File: src/rtl/coherence_bus_arbiter.sv
// Two-core snoop bus arbiter: round-robin pick, snoop of the other cache,
// optional shared-memory fill, then a one-cycle grant to the requester.
module coherence_bus_arbiter #(
    parameter int ADDR_W       = 11,
    parameter int SNOOP_CYCLES = 1
) (
    input  logic              clk,
    input  logic              rst_n,
    input  logic              read_miss0,
    input  logic              read_miss1,
    input  logic              write_miss0,
    input  logic              write_miss1,
    input  logic              invalidate0,
    input  logic              invalidate1,
    input  logic [ADDR_W-1:0] BICO0,
    input  logic [ADDR_W-1:0] BICO1,
    input  logic              cpu_search_found0,
    input  logic              cpu_search_found1,
    output logic              grant0,
    output logic              grant1,
    output logic              cpu_datasel0,
    output logic              cpu_datasel1,
    output logic              cpu_search0,
    output logic              cpu_search1,
    output logic [ADDR_W-1:0] BOCI0,
    output logic [ADDR_W-1:0] BOCI1,
    output logic              invalidate_from_other_cpu0,
    output logic              invalidate_from_other_cpu1,
    output logic              mem_re,
    output logic [ADDR_W-1:0] mem_addr,
    input  logic              mem_rdy
);

    typedef enum logic [1:0] {IDLE, SNOOP, MEM, DONE} state_t;
    typedef enum logic [1:0] {REQ_READ = 2'd0, REQ_WRITE = 2'd1, REQ_INV = 2'd2} req_t;

    localparam logic [3:0] SNOOP_LAST = 4'(SNOOP_CYCLES - 1);

    state_t              state, state_next;
    logic                w;
    req_t                req_type;
    logic [ADDR_W-1:0]   addr;
    logic                found;
    logic [3:0]          cnt;
    logic                last;

    logic req0, req1, any_req, win, snoop_found, snoop_last;
    req_t type0, type1;

    assign req0    = read_miss0 | write_miss0 | invalidate0;
    assign req1    = read_miss1 | write_miss1 | invalidate1;
    assign any_req = req0 | req1;
    // CPU0 wins when alone, or on a tie when CPU1 was served last.
    assign win     = (req0 && (!req1 || last)) ? 1'b0 : 1'b1;

    assign type0 = invalidate0 ? REQ_INV : (write_miss0 ? REQ_WRITE : REQ_READ);
    assign type1 = invalidate1 ? REQ_INV : (write_miss1 ? REQ_WRITE : REQ_READ);

    assign snoop_found = w ? cpu_search_found0 : cpu_search_found1;
    assign snoop_last  = (cnt == SNOOP_LAST);

    // NOTE: sequential state uses non-blocking assignments so every register
    // samples the pre-edge values regardless of statement order.
    always_ff @(posedge clk or negedge rst_n) begin
        if (!rst_n) begin
            state <= IDLE;
        end else begin
            state <= state_next;
        end
    end

    always_comb begin
        // NOTE: default first so no path through this block leaves state_next
        // unassigned, which would otherwise infer a latch.
        state_next = state;
        case (state)
            IDLE:  if (any_req) state_next = SNOOP;
            SNOOP: if (snoop_last)
                       state_next = (req_type == REQ_INV || snoop_found) ? DONE : MEM;
            MEM:   if (mem_rdy) state_next = DONE;
            DONE:  state_next = IDLE;
            default: state_next = IDLE;
        endcase
    end

    always_ff @(posedge clk or negedge rst_n) begin
        if (!rst_n) begin
            w        <= 1'b0;
            req_type <= REQ_READ;
            addr     <= '0;
            found    <= 1'b0;
            cnt      <= '0;
            last     <= 1'b1;
        end else begin
            case (state)
                IDLE: if (any_req) begin
                    w        <= win;
                    req_type <= win ? type1 : type0;
                    addr     <= win ? BICO1 : BICO0;
                    cnt      <= '0;
                end
                SNOOP: begin
                    cnt <= cnt + 4'd1;
                    // An upgrade never takes data from the other cache.
                    if (snoop_last) found <= (req_type != REQ_INV) && snoop_found;
                end
                DONE: last <= w;
                default: ;
            endcase
        end
    end

    // Outputs decode registered state only: no input reaches an output.
    always_comb begin
        grant0                     = 1'b0;
        grant1                     = 1'b0;
        cpu_datasel0               = 1'b0;
        cpu_datasel1               = 1'b0;
        cpu_search0                = 1'b0;
        cpu_search1                = 1'b0;
        BOCI0                      = '0;
        BOCI1                      = '0;
        invalidate_from_other_cpu0 = 1'b0;
        invalidate_from_other_cpu1 = 1'b0;
        mem_re                     = 1'b0;
        mem_addr                   = '0;
        case (state)
            SNOOP: begin
                if (w) begin
                    cpu_search0                = 1'b1;
                    BOCI0                      = addr;
                    invalidate_from_other_cpu0 = (req_type != REQ_READ);
                end else begin
                    cpu_search1                = 1'b1;
                    BOCI1                      = addr;
                    invalidate_from_other_cpu1 = (req_type != REQ_READ);
                end
            end
            MEM: begin
                mem_re   = 1'b1;
                mem_addr = addr;
            end
            DONE: begin
                if (w) begin
                    grant1       = 1'b1;
                    cpu_datasel1 = found;
                end else begin
                    grant0       = 1'b1;
                    cpu_datasel0 = found;
                end
            end
            default: ;
        endcase
    end

endmodule

File: config.mk
export PLATFORM = sky130hd
export DESIGN_NAME = coherence_bus_arbiter
export DESIGN_NICKNAME = d
export VERILOG_FILES = /design/src/rtl/coherence_bus_arbiter.sv
export SDC_FILE = /design/constraint.sdc
export NUM_CORES = 1
export LEC_CHECK = 0
export CAP_MARGIN = 25
export CORE_MARGIN = 2
export CORE_UTILIZATION = 50
export DETAILED_ROUTE_END_ITERATION = 10
export DONT_BUFFER_PORTS = 1
export PLACE_DENSITY = 0.69
export SYNTH_ARGS = -nofsm -noshare
export SYNTH_HDL_FRONTEND = slang
export SYNTH_SLANG_ARGS = --single-unit
File: constraint.sdc
create_clock -name clk -period 2.4 [get_ports clk]
set_input_delay 0.6 -clock clk [delete_from_list [all_inputs] [get_ports clk]]
set_output_delay 0.6 -clock clk [all_outputs]
set_load 0.1 [all_outputs]
======== After elaboration in Yosys (flattened, before gate mapping) ========
Cells that the tools add are included.
W data, S select, Z words.
storage, ports and cells
  register bits after elaboration ......... 22
  word-level logic and storage cells ...... 69
  output and inout port bits .............. 42
  memories ................................ 0
  bits in writable memories ............... 0
  latch bits .............................. 0
  bits in read-only memories .............. 0
  input port bits ......................... 33
operators by class
  order comparisons ....................... 0
  add/subtract/negate cells ............... 1
  bitwise operators ....................... 5
  reductions and logical operators ........ 13
  mux-type cells .......................... 35
  div/mod/pow operators ................... 0
  shift operators ......................... 0
  multiply operators ...................... 0
  equality and inequality tests ........... 8
operators with widths
  cell                   number
  $mux W11               6
  $mux W1                20
  $mux W2                6
  $ne A2 B2 Y1 const B   4
  $pmux W2 S4            1
  $pmux W4 S2            1
  $eq A2 B2 Y1 const B   3
  $reduce_and A2 Y1      3
  $or A1 B1 Y1           5
  $add A4 B1 Y4 const B  1
  $logic_not A4 Y1       1
  $mux W4                1
  $reduce_bool A2 Y1     2
  $reduce_and A3 Y1      1
  $eq A2 B1 Y1 const B   1
  $logic_and A1 B1 Y1    2
  $logic_not A2 Y1       1
  $logic_or A1 B1 Y1     2
  $logic_not A1 Y1       1

======== Longest topological paths before layout ========
  word-level depth ........................ 6
  gate-level depth with buffers ........... 6

======== Least setup slack after synthesis ========
OpenSTA, ideal clock, no wires.
  path kind ............................... register to output
  from .................................... register state[1]
  to ...................................... output port cpu_datasel0
  slack ................................... -1,055 ps
  data required time ...................... 1,800 ps
  stages on the path, launching flop included .. 4
  arrival time ............................ 2,855 ps
  cell sequence ........................... dfrtp_1 ha_1 nor2b_1 and2_1
on the way
  longest elaborated chain between the ends .. 2
ends and longest elaborated chain
  element                 RTL line  RTL
  start, declared         39        state_t state, state_next;
  start signal, assigned  68        state <= state_next;
  $eq A2 B2 Y1            127       case (state)
  $mux W1                 127
  end, declared           21        output logic cpu_datasel0,
Every way passes these cells.

======== Worst setup path in the final report ========
Ends and elaborated chain as after synthesis.

==> flow_summary_export.csv <==
group,metric,value,unit
outcome,status,"completed",
detailed_routing,wire_per_inst,18.7,um
critical_path,r2r_cells,6,
die,die_h,59.9,um
synthesis,synth_area_leaders,"dfrtp_1 (34%), and2_1 (10%), mux2i_1 (8.3%), a21oi_1 (6.1%), ha_1 (5.6%)",
synthesis,synth_area_leader_cell,"dfrtp_1",
placement,place_inst,233,
critical_path,crit_chain,"buf_4 -> ha_1 -> nor2b_2 -> and2_2 -> buf_12",
detailed_routing,drc,0,
timing,tightest_slew,0.634,ns
clock_tree,cts_root_buffer,"clkbuf_4",
grt,grt_max_degree,27,
placement,portBuffers,0,
detailed_routing,postRouteWirelength,4.55,mm
critical_path,cp-start-kind,"flop",
job,maxCapViolCount,0,
clock_tree,cts_tree,"done",
timing,slew_headroom,57.8,%
synthesis,synth_fp_nets,215,
clock_tree,numCtsBuffers,3,
critical_path,slowest_delay,0.42,ns
critical_path,end_kind,"primary output",
layout,drive_gt1_share,43.8,%
die,core_area,3000,um2
clock_tree,clock_sinks,22,
worst_hold_path,hold_class,"primary input to asynchronous set/reset pin",
die,die_area,3580,um2
synthesis,async_flop_share,100,%
placement,hpwl,3.19,mm
placement,dp_slack,0.206,ns
critical_path,cp-endpoint,"cpu_datasel0",
die,start_util,52.0,%
timing,fin_ws,0.0486,ns
grt,overflow,0,
synthesis,syn-cell-area,1560,um2
timing,rsz0062_at_grt,"false",
synthesis,yosys_warnings,0,
critical_path,r2r_setup_slack,0.50,ns
timing,finalCritPeriodShare,98.0,%
timing,setup_viol,0,
layout,nets,251,
synthesis,ys.flop_type,"dfrtp_1",
critical_path,cp.required,1.80,ns
synthesis,synth_seq_cells,22,
detailed_routing,drtAntennaViolNets,0,
timing,drv_slew,0,
critical_path,reg2reg_to,"addr[10]",
timing,hold_viol,0,
die,io_pins,75,
synthesis,synth.distinct_cells,35,
placement,gp_congestion,0.848,
critical_path,startpoint,"state[1]",
grt,grt_pass1_wl,6.98,mm
die,rows,20,
clock_tree,clock_path_buffers,2,
critical_path,arrival,1.75,ns
synthesis,synth-edff-count,0,
grt,grt_antenna_before_repair,0,
grt,grt_usage,26.4,%
synthesis,yosysSeqAreaShare,35.4,%
layout,diodes,0,
timing,setup_tns,0,ns
clock_tree,clk_pin_slew,0.12,ns
critical_path,r2r-start,"state[0]",
detailed_routing,drt_pass1_iterations,4,
detailed_routing,vias,1484,
clock_tree,clkLatencyLatePin,0.31,ns
timing,fmax,425,MHz
synthesis,synth_top_area_share,33.7,%
clock_tree,cts_max_level,1,
detailed_routing,drtIter0Drc,71,
die,dieWidth,59.9,um
timing,fin_crit,2.35,ns
critical_path,worstSetupPathType,"flop to primary output",
layout,final_cells,243,
timing,clock-skew-final,0.00191,ns
detailed_routing,vias_per_cell,6.11,
critical_path,cpMaxStageDelayCell,"dfrtp_1",
synthesis,syn_area_per_cell,8.92,um2
critical_path,crit_fanout,4,
layout,syn_to_final_growth,51.4,%
grt,grt_pass1_vias,1461,
synthesis,netlist_instances,175,
## critical path, delay by kind of cell (launching register included)
family | cells | cell delay (ns)
fa+ha+maj | 1 | 0.24
simple gates | 2 | 0.44
buf+inv | 2 | 0.33
flops | 1 | 0.42
## per-layer routing
layer  global-route usage, %  share of wire [%]  wire (um)  vias up
met5                       0                  0          0        -
met4                    12.4                4.0        183        0
met1                    30.1                 37       1670      697
li1                        -                  -          -      677
met2                    48.1                 52       2370       86
met3                    3.68                7.0        318       24
## sequential cells by signal, summed over array words and instances, names as in the netlist
register,cells
addr,11
cnt,4
found,1
last,1
req_type,2
state,2
w,1
## kinds of logic (layout without fill, tap and decap cells)
| group | Yosys count | count (layout) | synth area share (%) |
|---|---|---|---|
| fa+ha+maj | 7 | 7 | 5.61 |
| mux | 15 | 15 | 9.78 |
| buf+inv | 17 | 52 | 5.29 |
| simple gates | 75 | 75 | 27.7 |
| compound gates | 38 | 38 | 15.6 |
| xor+xnor | 1 | 1 | 0.561 |
| flops | 22 | 22 | 35.4 |
## stage by stage
step	util, %	instance area [um2]	hold slack [ns]
2_1_floorplan	-	1640	0.304
3_3_place_gp	74.2	2230	0.305
3_5_place_dp	74.2	2230	0.305
4_1_cts	77.2	2320	0.101
5_1_grt	78.7	2360	0.0836
6_report	78.7	2360	0.109
## area by class of cell
cell class / count / area, um2
clock buffer: 4 / 36.3
multi-input combinational: 136 / 1030
sequential: 22 / 552
tap: 33 / 41.3
timing repair buffer: 41 / 678
fill: 171 / 641
inverter: 7 / 26.3
## cell usage after synthesis, types with 2 or more instances
| master | count |
|---|---|
| buf_2 | 2 |
| dfrtp_1 | 21 |
| a21oi_1 | 19 |
| nand3_1 | 3 |
| ha_1 | 7 |
| nand2_1 | 4 |
| inv_1 | 7 |
| nor2b_1 | 4 |
| o21a_1 | 2 |
| nor3_4 | 2 |
| nor2_1 | 18 |
| clkbuf_1 | 7 |
| a31oi_1 | 2 |
| o21ai_0 | 5 |
| a211oi_1 | 2 |
| and2_1 | 25 |
| and3_1 | 12 |
| mux2_2 | 2 |
| mux2i_1 | 13 |
| a32oi_1 | 2 |
| nor3_1 | 2 |
## placed cells by master, fill, tap and decap left out, types with 3 or more instances in the layout
cell type	synthesis	final
nand3_1	3	3
clkbuf_4	0	3
and2_2	0	11
nor2_1	18	17
and2_4	0	12
nor2b_1	4	3
buf_4	0	11
mux2i_1	13	13
and3_2	1	8
inv_1	7	5
ha_1	7	5
buf_12	1	28
nand2_1	4	4
and3_1	12	5
o21ai_0	5	5
a21oi_1	19	19
dfrtp_1	21	21
## how the worst min path moves through the flow
stage                      from       to  slack, ns  cells after the start
after floorplan           rst_n  addr[0]       0.30                      0
final                     rst_n     last       0.11                      0
after detailed placement  rst_n  addr[2]       0.31                      0
after global routing      rst_n     last       0.08                      0
after global placement    rst_n  addr[2]       0.31                      0
after CTS                 rst_n     last       0.10                      0
## what timing repair did
item,in CTS,in global routing
gates cloned,0,0
buffers inserted,4,0
pin swaps,1,1
hold buffers,1,0
endpoints found under the setup margin,15,26
endpoints found under the hold margin,21,0
resized for setup,1,6
Power is not shown: default switching activity piles up to over one toggle a cycle in this logic, so the estimate is an artifact.
